`src/rtl/icache_axi_reader.sv`:
```
// I-cache refill engine: turns a one-line refill request into a single AXI4 INCR
// read burst, gathers the beats into a line buffer and hands the line back with rd_gnt.
module icache_axi_reader #(
    parameter logic [3:0] ARID  = 4'd0,
    parameter int         BEATS = 8
) (
    input  logic        clk,
    input  logic        rst,
    input  logic        rd_req,
    input  logic [31:0] rd_addr,
    output logic        rd_gnt,
    output logic [31:0] rd_data [0:BEATS-1],
    output logic        bus_err,
    output logic [3:0]  arid,
    output logic [31:0] araddr,
    output logic [7:0]  arlen,
    output logic [2:0]  arsize,
    output logic [1:0]  arburst,
    output logic        arvalid,
    input  logic        arready,
    input  logic [31:0] rdata,
    input  logic [1:0]  rresp,
    input  logic        rlast,
    input  logic        rvalid,
    output logic        rready
);

    localparam int              CW         = (BEATS > 1) ? $clog2(BEATS) : 1;
    localparam logic [CW-1:0]   LAST_BEAT  = CW'(BEATS - 1);
    localparam logic [31:0]     ALIGN_MASK = ~32'(BEATS * 4 - 1);

    typedef enum logic [1:0] {
        IDLE,
        ADDR,
        DATA,
        DONE
    } state_t;

    state_t        state;
    state_t        state_nxt;
    logic [CW-1:0] cnt;
    logic          err_flag;
    logic          beat;
    logic          last_beat;
    logic          beat_err;

    assign arid    = ARID;
    assign arlen   = 8'(BEATS - 1);
    assign arsize  = 3'b010;
    assign arburst = 2'b01;

    // Handshake outputs are pure state decodes, so no AXI input reaches an output combinationally.
    assign arvalid = (state == ADDR);
    assign rready  = (state == DATA);
    assign rd_gnt  = (state == DONE);
    assign bus_err = (state == DONE) && err_flag;

    assign beat      = (state == DATA) && rvalid;
    assign last_beat = (cnt == LAST_BEAT);
    // A bad response, a missing rlast on the final beat, or an early rlast all flag the line.
    assign beat_err  = (rresp != 2'b00) || (last_beat != rlast);

    // NOTE: sequential state uses non-blocking assignments so every register samples pre-edge values.
    always_ff @(posedge clk) begin
        if (rst) begin
            state <= IDLE;
        end else begin
            state <= state_nxt;
        end
    end

    // NOTE: next-state is defaulted before the case so no path leaves it unassigned (no latch).
    always_comb begin
        state_nxt = state;
        unique case (state)
            IDLE: if (rd_req) state_nxt = ADDR;
            ADDR: if (arready) state_nxt = DATA;
            DATA: if (beat && (last_beat || rlast)) state_nxt = DONE;
            DONE: state_nxt = IDLE;
            default: state_nxt = IDLE;
        endcase
    end

    // NOTE: the line buffer is reset explicitly so an aborted burst never leaks stale words.
    always_ff @(posedge clk) begin
        if (rst) begin
            araddr   <= '0;
            cnt      <= '0;
            err_flag <= 1'b0;
            for (int i = 0; i < BEATS; i++) begin
                rd_data[i] <= '0;
            end
        end else begin
            if (state == IDLE && rd_req) begin
                araddr   <= rd_addr & ALIGN_MASK;
                cnt      <= '0;
                err_flag <= 1'b0;
            end
            if (beat) begin
                rd_data[cnt] <= rdata;
                cnt          <= cnt + 1'b1;
                if (beat_err) begin
                    err_flag <= 1'b1;
                end
            end
        end
    end

endmodule

```
`config.mk`:
```
export PLATFORM = sky130hd
export DESIGN_NAME = icache_axi_reader
export DESIGN_NICKNAME = d
export VERILOG_FILES = /design/src/rtl/icache_axi_reader.sv
export SDC_FILE = /design/constraint.sdc
export NUM_CORES = 1
export LEC_CHECK = 0
export BUFFER_PORTS_ARGS = -buffer_cell sky130_fd_sc_hd__buf_2
export CORE_MARGIN = 2
export CORE_UTILIZATION = 35
export DETAILED_ROUTE_END_ITERATION = 16
export HOLD_SLACK_MARGIN = 0.02
export PLACE_DENSITY = 0.64
export SLEW_MARGIN = 30
export SYNTH_ARGS = -nofsm -noshare
export SYNTH_HDL_FRONTEND = slang
export SYNTH_SLANG_ARGS = --single-unit
```
`constraint.sdc`:
```
create_clock -name clk -period 5.1 [get_ports clk]
set_input_delay 1.02 -clock clk [delete_from_list [all_inputs] [get_ports clk]]
set_output_delay 1.02 -clock clk [all_outputs]
set_load 0.02 [all_outputs]
```
Word level (Yosys, flattened, before mapping)

Cells that the tools add are included.

Register bits after elaboration: 289
Input port bits: 72
Output and inout port bits: 309
Word-level logic and storage cells: 47

Add/subtract/negate cells: 1
Magnitude comparators: 2
Equal/unequal tests: 8
Mux-type cells: 12
Bitwise gates (word level): 1
Reductions and logical operators: 11

Operators by type and width:

| operator                                              | count |
|---|---|
| bitwise mux 256 bit                                   | 1 |
| demux 32 bit (select 3 bit)                           | 1 |
| 2-to-1 mux 32 bit                                     | 1 |
| case mux 2 bit (4 select lines)                       | 1 |
| 2-to-1 mux 2 bit                                      | 3 |
| 2-to-1 mux 3 bit                                      | 2 |
| logical AND 1 bit                                     | 5 |
| equality test 2 bit, second input constant            | 2 |
| >= comparator 4 bit, second input constant            | 1 |
| < comparator 4 x 1 -> 1 bit, second input constant    | 1 |
| inequality test 2 x 1 -> 1 bit, second input constant | 2 |
| inverter 3 -> 4 bit                                   | 1 |
| nonzero test 2 bit                                    | 2 |
| adder 3 x 1 -> 3 bit, second input constant           | 1 |
| equality test 3 bit, second input constant            | 1 |
| 2-to-1 mux 1 bit                                      | 3 |
| AND reduction 3 bit                                   | 1 |
| equality test 2 x 1 -> 1 bit, second input constant   | 1 |
| zero test 2 bit                                       | 1 |
| logical OR 1 bit                                      | 2 |
| inequality test 2 bit, second input constant          | 1 |
| inequality test 1 bit                                 | 1 |

Depth between registers and ports, before layout

Gate-level depths: netlist of the first run.

Word-level depth: 6
Mapped depth: 8
Mapped depth without buffers: 7

Worst setup path after synthesis of the first run

No wires, ideal clock.

Kind: input port to flip-flop
From: in rvalid
To: reg rd_data[213] (netlist bit)
Data arrival time: 1.811 ns
Required time: 4.970 ns
Slack: 3.159 ns
Stages: 6
Path buffers: 3
Path through: and3b_1 -> buf_6 -> and2_4 -> buf_8 -> buf_12 -> mux2i_1

Longest elaborated chain between the ends: 1

Ends and longest elaborated chain:

| what                           | line | text |
|---|---|---|
| start: declaration             | 24   | `input logic rvalid,` |
| logical AND 1 bit              | 58   | `assign beat = (state == DATA) && rvalid;` |
| end signal: indexed assignment | 100  | `rd_data[cnt] <= rdata;` |
| end: declaration               | 12   | `output logic [31:0] rd_data [0:BEATS-1],` |

Every way passes these cells.
A chain may end at the register's enable or synchronous reset.

Worst setup path after layout of the first run

From: reg state[0]
To: out rready

Longest elaborated chain between the ends: 1

Ends and longest elaborated chain:

| what                     | line | text |
|---|---|---|
| start: declaration       | 39   | `state_t state;` |
| start signal: assignment | 68   | `state <= state_nxt;` |
| equality test 2 bit      | 54   | `assign rready = (state == DATA);` |
| end: declaration         | 25   | `output logic rready` |

Every way passes these cells.

==> results.sh, run 1 <==
export IMPL_setup_violations=0
export IMPL_synth_ff_latch_count=289
export IMPL_holdWs_ns=0.4468
export IMPL_wl_met3_um=2717
export IMPL_fmax_mhz=389.0
export IMPL_tightestPinTransition_ns=0.8126
export IMPL_worstSkewPairLatency_ns=0.55
export IMPL_stdcell_count=1852
export IMPL_yosysSeqAreaShare_pct=49.94
export IMPL_min_from="err_flag$_SDFF_PP0_"
export IMPL_htree_levels=1
export IMPL_crit_fanout=9
export IMPL_yosys_area_top_type="dfxtp_1"
export IMPL_grt_start_max_net_pins=107
export IMPL_overflow=0
export IMPL_top_layer="met5"
export IMPL_fp_coreArea_sq_um=32540
export IMPL_dp_hpwl_um=20370
export IMPL_synthDistinctLibCells=31
export IMPL_die_w_um=185.9
export IMPL_max_slew_margin_rel_pct=45.83
export IMPL_reg2regPathDepth=6
export IMPL_viasPerCell=4.461
export IMPL_cp_end_kind="output pin"
export IMPL_synthCells=1092
export IMPL_ys_async_sr_fraction_pct=0
export IMPL_hold_buffers=0
export IMPL_wl_um=30490
export IMPL_cts_tree="built"
export IMPL_num_vias=8262
export IMPL_p_leak_nw=7.784
export IMPL_cts_inserted_buffers=30
export IMPL_m1WireLength_um=12800
export IMPL_synth_edf_count=0
export IMPL_netlist_area_sq_um=11590
export IMPL_yosysMostFrequentCell="nand2b_1"
export IMPL_hold_path_class="reg -> reg"
export IMPL_fin_crit_sh_pct=50.40
export IMPL_reg2reg_to="rd_data[68]$_SDFFE_PP0P_"
export IMPL_wl_met2_um=14440
export IMPL_post_cts_buffers=0
export IMPL_row_count=66
export IMPL_grt_pass1_wl_um=46370
export IMPL_hold_viol_final=0
export IMPL_drtPass1Iterations=4
export IMPL_ys_warn_count=0
export IMPL_drcViolationCount=0
export IMPL_port_buffers=353
export IMPL_r2r_start="state[0]$_SDFFE_PP0P_"
export IMPL_status="finished, final reports clean"
export IMPL_yosys_top_cells_count="nand2b_1, dfxtp_1, mux2i_1"
export IMPL_powerDensity_nw_per_um2=363.1
export IMPL_cts_num_sinks=289
export IMPL_cts_buffer_depth=3
export IMPL_dp_cells=1796
export IMPL_irDropWorstVdd_v=0.0002256
export IMPL_grt_pass1_vias=8203
export IMPL_start_kind="flop"
export IMPL_hold_depth=2
export IMPL_antenna_found_initial=2
export IMPL_cp_required_ns=4.08
export IMPL_start_util_pct=35.61
export IMPL_wire_per_inst_um=16.46
export IMPL_grt_setup_unrepaired="no"
export IMPL_hold_end="err_flag$_SDFF_PP0_"
export IMPL_cts_resized_gates=0
export IMPL_path_class="reg -> out"
export IMPL_maxCapViolations=0
export IMPL_pin_count=381
export IMPL_area_delta_synth_final_pct=24.30
export IMPL_skew_ns=0.009404
export IMPL_r2r_setup_slack_ns=2.58
export IMPL_grt_use_total_pct=17.03
export IMPL_clk_pin_slew_ns=0.06
export IMPL_gp_congestion=0.7334
export IMPL_setup_tns_ns=0
export IMPL_synth_top_area_share_pct=49.94
export IMPL_fin_nets=1465
export IMPL_dieArea_sq_um=34570
export IMPL_avgSynthCellArea_sq_um=10.61
export IMPL_ant_nets=0
export IMPL_clock_root_buffer="clkbuf_16"
export IMPL_final_max_slew_viol_count=0
export IMPL_drive_gt1_share_pct=30.02
export IMPL_layout_min_cycle_time_ns=2.570
export IMPL_first_iter_violations=293
export IMPL_ys_flop_type="dfxtp_1"
export IMPL_die_y_um=185.9
export IMPL_critPathLaunch="state[0]$_SDFFE_PP0P_"
export IMPL_synthTopCellsByArea="dfxtp_1, mux2i_1, nand2b_1"
export IMPL_cp_arrival_ns=1.55
[registers in the layout, indices dropped and copies added (netlist names)]
name and flops:
cnt 3, rd_data 256, state 2, err_flag 1, araddr 27
[layer usage]
metal  track usage, %  vias up
met1            20.79     3873
met3            5.596       43
met4            3.717        2
met5                0        -
li1                 -     4091
met2            29.13      253
[how the worst max path moves through the flow]
stage | endpoint | cells after the start
2_1_floorplan | rd_data[213]$_SDFFE_PP0P_ | 6
3_3_place_gp | rd_data[66]$_SDFFE_PP0P_ | 5
3_5_place_dp | rd_data[68]$_SDFFE_PP0P_ | 5
4_1_cts | rready | 3
5_1_grt | rd_data[64]$_SDFFE_PP0P_ | 6
6_report | rready | 3
[power breakdown]
| part | switching (mW) | total [mW] | leakage [nW] | internal [mW] |
|---|---|---|---|---|
| combinational | 0.384 | 0.594 | 4.94 | 0.210 |
| clock | 0.877 | 2.25 | 0.508 | 1.38 |
| sequential | 0.0447 | 2.38 | 2.33 | 2.34 |
| total | 1.31 | 5.23 | 7.78 | 3.92 |
[worst max-delay path, stage by stage, from the launching register on]
cell and delay [ns]:
dfxtp_1 0.34, inv_1 0.09, ha_1 0.34, buf_2 0.24
[layout by cell type, fill, tap and decap left out]
master,instances
nand3_1,5
nor2b_1,1
nand2_2,6
a222oi_1,1
mux2i_1,257
nor2_1,2
buf_4,11
inv_1,6
clkbuf_16,31
nand3_4,1
nand2b_1,292
clkinv_2,4
o311ai_0,1
and3b_1,1
dfxtp_1,289
and2_4,1
buf_12,1
a21oi_1,32
clkbuf_8,8
nand3_2,1
o21a_1,1
or2_2,1
and3_1,1
and2_1,2
diode_2,1
bufinv_16,3
buf_2,352
ha_1,7
and2_2,1
nand2_1,57
buf_6,1
conb_1,22
nor2b_2,1
clkbuf_1,9
[logic make-up (layout without fill, tap and decap cells)]
family,Yosys count,after routing,synth area share (%)
compound gates,35,35,1.609
fa+ha+maj,7,7,0.7559
buf+inv,129,426,6.447
flops,289,289,49.94
mux,257,257,22.20
other cells,2,23,0.06482
simple gates,373,373,18.99
[cell type report]
| cell class | count | area (sq um) |
|---|---|---|
| multi-input cells | 694 | 5132 |
| well taps | 442 | 553.0 |
| fillers | 3189 | 18130 |
| diodes | 1 | 2.502 |
| inverters | 6 | 22.52 |
| clock buffers | 48 | 919.6 |
| flip-flops and latches | 289 | 5786 |
| repair buffers | 365 | 1876 |
| clock inverters | 7 | 110.1 |
[stage by stage]
step	power (mW)	setup slack [ns]	utilization, %	instance area (sq um)
finish	5.229	2.530	44.26	14400
detailed placement	3.034	2.115	41.09	13370
floorplan	2.873	3.159	-	11660
CTS	5.306	2.484	44.25	14400
global route	5.468	2.381	44.25	14400
global placement	3.021	2.145	41.08	13370
(Power assumes the default switching activity.)
==> inputs of run 2 (changes only) <==
- ABC_AREA: unset -> 1
- PLACE_DENSITY: 0.64 -> 0.65
- clock period: 5.1 -> 2.42 ns (I/O delays scaled with it)
==> run 2 against run 1 <==
Net effect:
- critical path type unchanged
- critical endpoint unchanged
- worst setup slack lost 2.0 ns
- utilization grew 2.1 points
- die area shrank 10%
- sequential share of layout area grew 3.0 points
- non-clock buffer count grew 7
- register-to-register slack lost 2.0 ns
- highest routed layer is now met4
- largest power group unchanged
- clock skew grew 0.0066 ns
- largest cell class unchanged
==> results.sh, run 2 <==
export IMPL_status="finished, final reports clean"
export IMPL_max_slew_margin_rel_pct=52.83
export IMPL_grt_pass1_wl_um=51140
export IMPL_skew_ns=0.01598
export IMPL_worstSkewPairLatency_ns=0.50
export IMPL_ys_warn_count=0
export IMPL_clock_root_buffer="clkbuf_16"
export IMPL_ys_async_sr_fraction_pct=0
export IMPL_ant_nets=0
export IMPL_fin_ws_ns=0.5272
export IMPL_yosysMostFrequentCell="nor2_1"
export IMPL_grt_start_max_net_pins=98
export IMPL_num_fill_cells=2897
export IMPL_cp_end_kind="output pin"
export IMPL_powerDensity_nw_per_um2=892.5
export IMPL_cts_resized_gates=0
export IMPL_synth_top_area_share_pct=55.85
export IMPL_crit_fanout=4
export IMPL_hold_buffers=0
export IMPL_synthTopCellsByArea="dfxtp_1, nor2_1, o21ai_0"
export IMPL_p_leak_nw=6.171
export IMPL_netlist_area_sq_um=10360
export IMPL_maxCapViolations=0
export IMPL_final_max_slew_viol_count=0
export IMPL_synth_simple_area_share_pct=22.21
export IMPL_n_antenna_cell=0
export IMPL_post_cts_buffers=0
export IMPL_gp_congestion=0.8189
export IMPL_fin_crit_sh_pct=78.21
export IMPL_hold_viol_final=0
export IMPL_cts_tree="built"
export IMPL_max_stage_delay_ns=0.38
export IMPL_drive_gt1_share_pct=26.21
export IMPL_fmax_mhz=528.3
export IMPL_irDropWorstVdd_v=0.0005156
export IMPL_top_register="rd_data"
export IMPL_layout_min_cycle_time_ns=1.893
export IMPL_setup_tns_ns=0
export IMPL_dieArea_sq_um=30990
export IMPL_clk_pin_slew_ns=0.06
export IMPL_synth_compound_area_share_pct=13.91
export IMPL_first_iter_violations=601
export IMPL_path_class="reg -> out"
export IMPL_synthCells=1324
export IMPL_wl_um=34260
export IMPL_combPwrFrac_pct=14.1
export IMPL_power_switching_mw=3.289
export IMPL_cp_required_ns=1.94
export IMPL_fin_nets=1725
export IMPL_row_count=62
export IMPL_final_cell_mix="nor2_1, buf_2, dfxtp_1"
export IMPL_port_buffers=353
export IMPL_viasPerCell=4.739
export IMPL_place_ws_ns=0.5738
export IMPL_internal_power_mw=8.672
export IMPL_yosys_area_top_type="dfxtp_1"
export IMPL_grt_setup_unrepaired="no"
export IMPL_p_sw_share_pct=27.50
export IMPL_cts_num_sinks=289
export IMPL_drcViolationCount=0
export IMPL_synth_xor_area_share_pct=0
export IMPL_grt_pass1_vias=8937
export IMPL_synthAdderAreaFrac_pct=0.8455
export IMPL_grt_use_total_pct=21.22
export IMPL_synthDistinctLibCells=19
export IMPL_largest_reg_flops=256
export IMPL_cts_inserted_buffers=34
export IMPL_clockPowerShare_pct=42.8
export IMPL_hold_path_class="in -> reg"
export IMPL_power_total_mw=11.96
export IMPL_synth_ff_latch_count=289
export IMPL_setup_violations=0
export IMPL_cp_num_buf_inv=2
export IMPL_tightestPinTransition_ns=0.7065
export IMPL_num_vias=9720
export IMPL_cp_top_family="flip-flops"
export IMPL_yosysSeqAreaShare_pct=55.85
export IMPL_mostFrequentLayoutCell="nor2_1"
export IMPL_cts_buffer_depth=3
export IMPL_pin_count=381
export IMPL_fp_coreArea_sq_um=28940
export IMPL_crit_path_cell_trace="inv_1 -> ha_1 -> buf_2"
export IMPL_die_y_um=176.0
export IMPL_reg_top3="rd_data: 256 flops, araddr: 27 flops, cnt: 3 flops"
export IMPL_dp_hpwl_um=22760
export IMPL_htree_levels=2
export IMPL_overflow=0
export IMPL_yosys_top_cells_count="nor2_1, dfxtp_1, o21ai_0"
export IMPL_dp_cells=1994
export IMPL_cp_arrival_ns=1.41
export IMPL_die_w_um=176.0
export IMPL_ys_flop_type="dfxtp_1"
export IMPL_antenna_found_initial=0
export IMPL_stdcell_count=2051
export IMPL_cp_slowest_cell="dfxtp_1"
export IMPL_synth_top_family_by_area="simple AND/OR/NAND/NOR gates"
export IMPL_synth_mux_area_share_pct=0
export IMPL_synth_edf_count=0
export IMPL_avgSynthCellArea_sq_um=7.824
export IMPL_drtPass1Iterations=5
export IMPL_start_util_pct=35.80
export IMPL_seqPwrFrac_pct=43.1
export IMPL_area_delta_synth_final_pct=29.38
export IMPL_start_kind="flop"
export IMPL_wire_per_inst_um=16.70
-- run 2: cell count changes in the layout (fill, tap and decap cells not counted), moves of 6 or more --
cell	previous run	this run
inv_2	0	8
a21oi_1	32	4
nand2_2	6	0
o21ai_1	0	7
inv_1	6	17
o21ai_0	0	277
buf_12	1	7
mux2i_1	257	0
nor2_1	2	574
nand2_1	57	23
nand2b_1	292	0
-- run 2: worst min-delay path, cell delays in order --
cell and delay [ns]:
buf_2 0.07, o21ai_0 0.07, nor2_1 0.07
-- run 2: final timing paths --
check,from,to,slack [ns],depth (start not counted)
worst min-delay path,rd_addr[6],araddr[6]$_SDFFE_PP0P_,0.23,3
worst max register to register,state[0]$_SDFFE_PP0P_,rd_data[6]$_SDFFE_PP0P_,0.58,8
worst min register to register,araddr[9]$_SDFFE_PP0P_,araddr[9]$_SDFFE_PP0P_,0.47,2
worst max-delay path,state[0]$_SDFFE_PP0P_,rready,0.53,3
-- run 2: power groups by stage --
stage                     Clock, mW  Sequential (mW)  Combinational, mW
after floorplan                   0             5.55              0.824
after global placement            0             5.25               1.66
after detailed placement          0             5.26               1.69
after CTS                      5.21             5.16               1.70
after global routing           5.42             5.19               1.87
final                          5.11             5.16               1.69
-- run 2: cells by family (layout without fill, tap and decap cells) --
family | Yosys count | count (layout)
AND/OR/NAND/NOR | 605 | 605
flip-flops | 289 | 289
AO/OA/AOI/OAI | 288 | 288
buffers and inverters | 133 | 456
adder cells (fa/ha/maj) | 7 | 7
other | 2 | 22
-- run 2: per-layer routing --
layer | share of wire (%) | vias up | global-route usage (%)
met1 | 42 | 4494 | 26.15
li1 | - | 4811 | -
met5 | 0 | - | 0
met4 | 3.2 | 0 | 7.748
met2 | 47 | 350 | 35.90
met3 | 7.7 | 65 | 5.297
-- run 2: cell type report --
| type | count | area, sq um | area share [%] |
|---|---|---|---|
| Sequential cell | 289 | 5786 | 43.17 |
| Multi-Input combinational cell | 922 | 3913 | 29.19 |
| Timing Repair Buffer | 372 | 1997 | 14.90 |
| Clock buffer | 45 | 963.4 | 7.189 |
| Tap cell | 384 | 480.5 | 3.585 |
| Clock inverter | 12 | 156.4 | 1.167 |
| Inverter | 27 | 106.4 | 0.7936 |
-- run 2: metrics by stage --
stage | hold slack [ns] | utilization [%] | area [sq um]
3_5_place_dp | 0.4660 | 42.45 | 12280
6_report | 0.2349 | 46.32 | 13400
3_3_place_gp | 0.4559 | 42.45 | 12280
4_1_cts | 0.2136 | 46.32 | 13400
2_1_floorplan | 0.4395 | - | 10430
5_1_grt | 0.2370 | 46.32 | 13400
